==> src/rtl/inst_loader_pkg.sv <==
// Shared definitions for the boot-time instruction loader: state encoding, error codes and
// frame layout constants.
package inst_loader_pkg;

    typedef enum logic [2:0] {
        StIdle,
        StHdr,
        StData,
        StWrite,
        StChk,
        StDone,
        StErr
    } state_e;

    localparam logic [1:0] ERR_NONE     = 2'd0;
    localparam logic [1:0] ERR_LENGTH   = 2'd1;
    localparam logic [1:0] ERR_CHECKSUM = 2'd2;
    localparam logic [1:0] ERR_ABORTED  = 2'd3;

    localparam int unsigned HDR_LEN        = 2;
    localparam int unsigned BYTES_PER_WORD = 4;

    // Byte address of word k relative to the load base, kept wide enough that 4*k never wraps.
    function automatic logic [17:0] word_byte_offset(input logic [15:0] k);
        return {k, 2'b00};
    endfunction

endpackage

==> src/rtl/inst_loader_byte_to_word.sv <==
// Assembles a little-endian 32-bit word from a byte stream; flags the byte that completes it.
module inst_loader_byte_to_word
    import inst_loader_pkg::*;
(
    input  logic        clk,
    input  logic        rst,
    input  logic        i_clear,
    input  logic        i_en,
    input  logic [7:0]  i_byte,
    output logic [31:0] o_word,
    output logic        o_last
);

    logic [1:0]  r_cnt;
    logic [31:0] r_word;

    always_ff @(posedge clk or negedge rst) begin
        if (!rst) begin
            r_cnt  <= 2'd0;
            r_word <= 32'd0;
        end else if (i_clear) begin
            r_cnt  <= 2'd0;
        end else if (i_en) begin
            // Shift in from the top so the first byte ends up in bits [7:0].
            r_word <= {i_byte, r_word[31:8]};
            r_cnt  <= r_cnt + 2'd1;
        end
    end

    assign o_word = r_word;
    assign o_last = i_en && (r_cnt == 2'(BYTES_PER_WORD - 1));

endmodule

==> src/rtl/inst_loader.sv <==
// Boot loader: parses a framed byte stream and writes 32-bit words into instruction memory,
// stalling the core until the program has loaded with a good checksum.
module inst_loader
    import inst_loader_pkg::*;
#(
    parameter int unsigned WIDTH     = 8,
    parameter int unsigned DEPTH     = 32,
    parameter int unsigned BASE_ADDR = 0
) (
    input  logic               clk,
    input  logic               rst,
    input  logic               start,
    input  logic               abort,
    input  logic               in_valid,
    input  logic [7:0]         in_data,
    output logic               in_ready,
    output logic               inst_store,
    output logic [WIDTH+23:0]  addr,
    output logic [WIDTH+23:0]  data_in,
    output logic               busy,
    output logic               cpu_stall,
    output logic               done,
    output logic               err,
    output logic [1:0]         err_code
);

    localparam int unsigned AW        = WIDTH + 24;
    localparam logic [17:0] MAX_BYTES = 18'(DEPTH - BASE_ADDR);

    state_e      r_state, w_state_nxt;
    logic [15:0] r_n, w_n_nxt;
    logic [15:0] r_k, w_k_nxt;
    logic        r_hdr_idx, w_hdr_idx_nxt;
    logic [7:0]  r_chk, w_chk_nxt;
    logic [1:0]  r_err_code, w_err_code_nxt;

    logic        w_accept;
    logic        w_word_en;
    logic        w_word_clr;
    logic        w_word_last;
    logic [31:0] w_word;
    logic [15:0] w_n_hdr;
    logic [15:0] w_k_inc;
    logic        w_active_in;

    assign w_active_in = (r_state == StHdr) || (r_state == StData) || (r_state == StChk);
    assign in_ready    = w_active_in && !abort;
    assign w_accept    = in_valid && in_ready;
    assign w_word_en   = w_accept && (r_state == StData);
    assign w_n_hdr     = {in_data, r_n[7:0]};
    assign w_k_inc     = r_k + 16'd1;

    inst_loader_byte_to_word u_byte_to_word (
        .clk     (clk),
        .rst     (rst),
        .i_clear (w_word_clr),
        .i_en    (w_word_en),
        .i_byte  (in_data),
        .o_word  (w_word),
        .o_last  (w_word_last)
    );

    always_ff @(posedge clk or negedge rst) begin
        if (!rst) begin
            r_state    <= StIdle;
            r_n        <= 16'd0;
            r_k        <= 16'd0;
            r_hdr_idx  <= 1'b0;
            r_chk      <= 8'd0;
            r_err_code <= ERR_NONE;
        end else begin
            r_state    <= w_state_nxt;
            r_n        <= w_n_nxt;
            r_k        <= w_k_nxt;
            r_hdr_idx  <= w_hdr_idx_nxt;
            r_chk      <= w_chk_nxt;
            r_err_code <= w_err_code_nxt;
        end
    end

    always_comb begin
        w_state_nxt    = r_state;
        w_n_nxt        = r_n;
        w_k_nxt        = r_k;
        w_hdr_idx_nxt  = r_hdr_idx;
        w_chk_nxt      = r_chk;
        w_err_code_nxt = r_err_code;
        w_word_clr     = 1'b0;

        unique case (r_state)
            StIdle, StDone, StErr: begin
                if (start) begin
                    w_state_nxt    = StHdr;
                    w_n_nxt        = 16'd0;
                    w_k_nxt        = 16'd0;
                    w_hdr_idx_nxt  = 1'b0;
                    w_chk_nxt      = 8'd0;
                    w_err_code_nxt = ERR_NONE;
                    w_word_clr     = 1'b1;
                end
            end
            StHdr: begin
                if (abort) begin
                    w_state_nxt    = StErr;
                    w_err_code_nxt = ERR_ABORTED;
                end else if (w_accept) begin
                    if (r_hdr_idx != 1'(HDR_LEN - 1)) begin
                        w_n_nxt[7:0]  = in_data;
                        w_hdr_idx_nxt = 1'b1;
                    end else begin
                        w_n_nxt = w_n_hdr;
                        // Length compared at 18 bits so a large N cannot wrap past the limit.
                        if (word_byte_offset(w_n_hdr) > MAX_BYTES) begin
                            w_state_nxt    = StErr;
                            w_err_code_nxt = ERR_LENGTH;
                        end else if (w_n_hdr == 16'd0) begin
                            w_state_nxt = StChk;
                        end else begin
                            w_state_nxt = StData;
                        end
                    end
                end
            end
            StData: begin
                if (abort) begin
                    w_state_nxt    = StErr;
                    w_err_code_nxt = ERR_ABORTED;
                end else if (w_accept) begin
                    w_chk_nxt = r_chk ^ in_data;
                    if (w_word_last) begin
                        w_state_nxt = StWrite;
                    end
                end
            end
            StWrite: begin
                if (abort) begin
                    w_state_nxt    = StErr;
                    w_err_code_nxt = ERR_ABORTED;
                end else begin
                    w_k_nxt     = w_k_inc;
                    w_state_nxt = (w_k_inc == r_n) ? StChk : StData;
                end
            end
            StChk: begin
                if (abort) begin
                    w_state_nxt    = StErr;
                    w_err_code_nxt = ERR_ABORTED;
                end else if (w_accept) begin
                    if (in_data == r_chk) begin
                        w_state_nxt = StDone;
                    end else begin
                        w_state_nxt    = StErr;
                        w_err_code_nxt = ERR_CHECKSUM;
                    end
                end
            end
            default: begin
                w_state_nxt = StIdle;
            end
        endcase
    end

    always_comb begin
        busy       = (r_state == StHdr) || (r_state == StData) ||
                     (r_state == StWrite) || (r_state == StChk);
        done       = (r_state == StDone);
        err        = (r_state == StErr);
        cpu_stall  = busy || err;
        err_code   = r_err_code;
        // Abort suppresses a pending write in the same cycle.
        inst_store = (r_state == StWrite) && !abort;
        addr       = '0;
        data_in    = '0;
        if (inst_store) begin
            addr    = AW'(BASE_ADDR) + AW'(word_byte_offset(r_k));
            data_in = AW'(w_word);
        end
    end

endmodule

==> config.mk <==
export PLATFORM = sky130hd
export DESIGN_NAME = inst_loader
export DESIGN_NICKNAME = d
export VERILOG_FILES = /design/src/rtl/inst_loader_pkg.sv /design/src/rtl/inst_loader_byte_to_word.sv /design/src/rtl/inst_loader.sv
export SDC_FILE = /design/constraint.sdc
export NUM_CORES = 1
export LEC_CHECK = 0
export ABC_AREA = 0
export CORE_AREA = 5 5 128 130
export DETAILED_ROUTE_END_ITERATION = 6
export DIE_AREA = 0 0 133 135
export GPL_ROUTABILITY_DRIVEN = 0
export GPL_TIMING_DRIVEN = 0
export HOLD_SLACK_MARGIN = 0.03
export RECOVER_POWER = 50
export SLEW_MARGIN = 20
export SYNTH_ARGS = -nofsm -noshare
export SYNTH_HDL_FRONTEND = slang
export SYNTH_SLANG_ARGS = --single-unit
==> constraint.sdc <==
create_clock -name clk -period 5.1 [get_ports clk]
set_input_delay 1.02 -clock clk [delete_from_list [all_inputs] [get_ports clk]]
set_output_delay 1.02 -clock clk [all_outputs]
set_load 0.02 [all_outputs]
# --- After elaboration in Yosys (flattened, before gate mapping) ---
# Cells that the tools add are included.
totals:
  register_bits: 80
  latchBits: 0
  ramBits: 0
  romBits: 0
  out_inout_bits: 72
  word_cells: 114
  memories: 0
classes:
  n_addsub: 2
  mul: 0
  div: 0
  order_cmp: 1
  n_eq_ne: 25
  shifts: 0
  muxes: 47
  bitwise: 2
  reduce_logical: 28
ops:
  columns: ["cell", "n"]
  rows:
  - ["2-to-1 mux 16 bit", 4]
  - ["one-hot mux 16 bit (2 select lines)", 2]
  - ["2-to-1 mux 8 bit", 5]
  - ["2-to-1 mux 3 bit", 13]
  - ["2-to-1 mux 32 bit", 1]
  - ["2-to-1 mux 2 bit", 12]
  - ["greater-than comparator 18 x 6 -> 1 bit, second input constant", 1]
  - ["2-to-1 mux 18 bit", 1]
  - ["adder 16 x 1 -> 16 bit, second input constant", 1]
  - ["== test 16 bit", 1]
  - ["zero test 16 bit", 1]
  - ["!= test 2 bit, second input constant", 8]
  - ["one-hot mux 8 bit (2 select lines)", 1]
  - ["!= test 3 bit, second input constant", 5]
  - ["one-hot mux 3 bit (5 select lines)", 1]
  - ["AND reduction 5 bit", 2]
  - ["== test 3 bit, second input constant", 3]
  - ["== test 8 bit", 1]
  - ["one-hot mux 2 bit (4 select lines)", 1]
  - ["AND reduction 4 bit", 2]
  - ["AND reduction 8 bit", 1]
  - ["nonzero test 2 bit", 4]
  - ["bitwise XOR 8 bit", 1]
  - ["== test 3 x 2 -> 1 bit, second input constant", 2]
  - ["18 further kinds", 31]

# --- Depth between registers and ports, before layout ---
depth:
  ltp_word: 11
  mapped_depth: 9
  depth_no_buf: 8

# --- By module ---
# From an unflattened synthesis, not the netlist that was laid out.
unflattened:
  cells_unflattened: 517
  hier_area_um2: 4931.0
by_module_without_submodules:
  columns: ["module", "instances", "cells_each", "area_each_um2", "seq_area_each_um2"]
  rows:
  - ["inst_loader", 1, 440, 3475.8, 1151.1]
  - ["inst_loader_byte_to_word", 1, 77, 1455.1, 850.8]

# --- Worst setup path before layout ---
# No wires, ideal clock.
synth_path:
  path_type: "input -> output"
  from: "input abort"
  to: "output addr[10]"
  t_arrival_ps: 2278
  required_ps: 4080
  path_slack_ps: 1802
  path_stages: 5
  n_path_buf: 2
  cell_sequence: "or3_1 > clkbuf_1 > clkinv_1 > clkbuf_1 > and2_1"
synth_between:
  elab_chain_len: 3
synth_rtl:
  columns: ["item", "line_no", "source"]
  rows:
  - ["start, declared", "inst_loader.sv:13", "input logic abort,"]
  - ["zero test 1 bit", "inst_loader.sv:171", "inst_store = (r_state == StWrite) && !abort;"]
  - ["logical AND 1 bit", "inst_loader.sv:171", null]
  - ["via inst_store", "inst_loader.sv:17", "output logic inst_store,"]
  - ["2-to-1 mux 18 bit", "inst_loader.sv:174", "if (inst_store) begin"]
  - ["end, declared", "inst_loader.sv:18", "output logic [WIDTH+23:0] addr,"]
# The timed path passes the listed nets, and every way through them passes these cells.

# --- Worst setup path in the final report ---
layout_path:
  from: "input abort"
  to: "output data_in[31]"
layout_between:
  elab_chain_len: 3
layout_rtl:
  columns: ["item", "line_no", "source"]
  rows:
  - ["zero test 1 bit", "inst_loader.sv:171", null]
  - ["logical AND 1 bit", "inst_loader.sv:171", null]
  - ["2-to-1 mux 32 bit", "inst_loader.sv:174", null]
  - ["end, declared", "inst_loader.sv:19", "output logic [WIDTH+23:0] data_in,"]
# No other way between the ends.

==> results list <==
* Worst clock skew on the final layout: 0.00951 ns
* DRC viols: 0
* Clock Root Buffer: clkbuf_16
- Relative area change from synthesis to final layout: 27.5%
* Die height: 135 microns
- In this run, distinct cell masters in the synthesized netlist total 62.
- The pre-antenna-repair detailed-routing pass consisted of 5 iterations.
- The worst setup path is launched from a primary input.
* Portion of the post-synthesis area used by sequential elements: 42.2%
- Slowest Stage Delay on Critical Path: 0.65 ns
- In this run, CTS created clock tree buffers numbering 9.
- Pin placement for this block handled 85 I/O pins.
- The routed layout has 4295 vias.
- The path class of the tightest hold or removal check is reg -> reg.
* Critical path data arrival time: 3.84 ns
- Synthesis inferred 80 register bits.
- The worst setup path is captured at a primary output.
- Setup violations remaining at the end of the flow were counted as 0.
- Number of cells produced by synthesis: 572
- Number of inserted diodes: 0
- Horizontal extent of the die: 133 microns
- The Yosys step of the flow raised 0 warnings.
* Violation count after the first detailed-routing iteration: 268
- At the later pin of the worst-skew pair, clock insertion delay measures 0.35 ns.
- Entering global routing, the biggest net connects 47 pins.
- WL per Instance: 15.2 microns
- Buffers inserted by post-CTS timing repair: 0
* Worst Max-Slew Pin Slew: 2.53 ns
- The most used flip-flop cell after synthesis is dfrtp_1.
* Final nets: 682
- Status: complete, but fails checks
- The worst path uses 95.4% of the clock period.
* Number of maximum-capacitance constraint violations: 2
- The synthesized design spends more area on one cell type than any other, namely dfrtp_1.
- Number of antenna violations at the first check in global routing: 0
- Total routing resource utilization after global routing: 15.1%
* Number of placed cells counting well taps: 844
* Clock tree from TritonCTS: built
* Unrepaired setup endpoints after global routing: false
* Final wirelength: 13.1 mm
* Standard-cell row count: 45
- Among all stages on the critical path, the largest delay is contributed by dlygate4sd3_1.
* Die ar.: 18000 sq um
- Proportion of netlist area held by the largest area contributor: 42.2%
- The via count of the first global-routing pass came to 4463.
* Clock transition time at the flip-flop clock pins of the worst setup and hold paths: 0.06 ns
- Level count of the clock H-tree: 3
- After clock tree synthesis, the repair step resized 0 gates.
- The clock period could shrink to 4.86 ns.
- Dividing the synthesized area by the synthesized cell count gives 8.30 sq um.
* Setup TNS: 0 ns
- Cell types with the largest area share after synthesis: dfrtp_1 (42%), nand2_1 (12%), o21ai_0 (6.9%), and2_1 (6.3%), xnor2_1 (3.1%)
- The first global-routing pass estimated 22.2 mm of wire.
* Startpoint-to-endpoint class of the critical path: in -> out
- Buffer and inverter count on the worst path: 5
- In this design, the largest share of critical-path delay is due to buffers and inverters.
- Cells traversed along the worst timing path: dlygate4sd3_1, or3_1, clkbuf_1, clkinv_1, clkbuf_1, and2_1, clkdlybuf4s50_1
* Total Power: 3.00 mW
- Core area: 15000 sq um
- Share of final-layout standard cells stronger than drive strength 1: 9.38%
- The synthesized design contains 0 enable-type register cells.
- Violated checks: capacitance limit, slew limit
- Excluding fillers, the count of instances in the completed layout stands at 860.
- Port buffering added 68 buffers.
- Largest voltage drop on the vdd net: 182 uV
* Post-DRT Antenna Nets: 0
* Starting density of the core: 31.6%
- Maximum net fanout on the critical path: 10
- HPWL Detailed: 9.74 mm
* Final-report max-slew violation count: 83
- Derived from the worst setup path, the maximum achievable clock frequency is 0.206 GHz.
- Measured against its own limit, the worst slew margin works out to -68.7%.
- The cell area that synthesis handed to floorplanning was 4750 sq um.
- Leakage power: 2.70 nW
- At the worst endpoint, the required time is 4.08 ns.
- Post-detailed-route via-to-cell ratio: 4.99
* Async set-reset flop share out of synthesis: 100%
- GR Overflow Total: 0
* Layout filler cell count: 1524
- Most used cell, CP: clkbuf_1
- Final hold vios: 0
- The clock passes through at most 2 buffers.
- After clock tree synthesis, the flow added hold-fix buffers numbering 0.
* Clock net sink count: 80
* Total power per unit cell area: 495 nW/um^2
==> final timing paths <==
path / slack [ns] / cells past startpoint / endpoint / start
setup / recovery: 0.24 / 7 / data_in[31] / abort
hold / removal: 0.48 / 2 / u_byte_to_word.o_word[7]$_DFFE_PN0P_ / u_byte_to_word.o_word[7]$_DFFE_PN0P_
setup reg to reg: 2.33 / 9 / r_state[2]$_DFFE_PN0P_ / r_k[0]$_DFFE_PN0P_
hold reg to reg: 0.48 / 2 / u_byte_to_word.o_word[7]$_DFFE_PN0P_ / u_byte_to_word.o_word[7]$_DFFE_PN0P_
max in group asynchronous: 1.03 / 2 / u_byte_to_word.o_word[29]$_DFFE_PN0P_ / rst
min in group asynchronous: 1.45 / 1 / r_k[6]$_DFFE_PN0P_ / rst
==> state kept, by name, indices dropped and copies added, names as in the netlist <==
signal                 cells
u_byte_to_word.r_cnt       2
r_hdr_idx                  1
r_chk                      8
u_byte_to_word.o_word     32
err_code                   2
r_k                       16
r_state                    3
r_n                       16
==> Yosys cell counts, drive strengths merged, types with 3 or more instances <==
cell / instances
or3: 4
clkbuf: 27
dfrtp: 80
mux2: 4
a31oi: 5
nand4: 5
o21ai: 67
xor2: 12
xnor2: 17
o31ai: 3
nor2: 18
a21oi: 23
and2: 49
nor3: 11
o22ai: 5
buf: 22
nand2: 152
nor4b: 4
nand3: 13
inv: 6
nor4: 7
or3b: 3
a21o: 3
==> cell usage in the layout, fill, tap and decap left out, drive strengths merged, types with 3 or more instances in the layout <==
master	count
mux2	4
clkbuf	37
dfrtp	80
o21ai	67
or3b	3
clkinv	3
nor4b	4
inv	9
nor4	7
o31ai	3
dlygate4sd3	4
nand2	152
nor3	11
nor2	18
xnor2	17
nand3	13
clkdlybuf4s50	63
and2	49
or3	4
buf	22
conb	16
a21oi	23
o22ai	5
xor2	12
a21o	3
a31oi	5
nand4	5
==> logic make-up (layout without fill, tap and decap cells) <==
family          Yosys count  count (layout)  share of synthesized area (%)
flops                    80              80                           42.2
fa+ha+maj                 2               2                          0.527
compound gates          117             117                           14.0
xor+xnor                 29              29                           5.35
buf+inv                  57             142                           6.64
simple gates            280             280                           29.8
mux                       6               6                           1.45
other cells               1              16                         0.0790
==> routing by layer <==
metal,track usage (%),routed length (microns),vias to the layer above
met4,6.29,417,0
li1,-,-,2084
met5,0,0,-
met1,18.6,5730,2017
met2,24.6,6160,160
met3,4.77,772,34
==> worst min-delay path, cell delays in order (launching register included) <==
cell,delay (ns)
dfrtp_1,0.34
nand2_1,0.05
nand2_1,0.06
==> layout make-up <==
type | count | area [sq um] | area share (%)
inverter | 8 | 30.0 | 0.496
multi-input combinational | 450 | 2490 | 41.1
tap | 188 | 235 | 3.89
sequential | 80 | 2000 | 33.1
clock buffer | 9 | 225 | 3.72
timing repair buffer | 69 | 687 | 11.3
buffer | 49 | 285 | 4.71
clock inverter | 7 | 101 | 1.67
==> report_power, final <==
| group | internal, mW | leakage (nW) | switching, mW |
|---|---|---|---|
| combinational | 0.495 | 1.47 | 0.704 |
| clock | 0.435 | 0.158 | 0.287 |
| sequential | 0.864 | 1.08 | 0.211 |
| total | 1.79 | 2.70 | 1.20 |
==> through the flow <==
step                setup slack (ns)  hold WS, ns  util, %  area (sq um)
floorplan                       1.80        0.437        -          4800
global placement              0.0959        0.453     38.1          5720
detailed placement             0.293        0.459     38.2          5740
CTS                            0.280        0.481     40.3          6060
global route                  0.0938        0.516     40.3          6050
finish                         0.236        0.478     40.3          6050
Power figures use the tool's default switching activity.
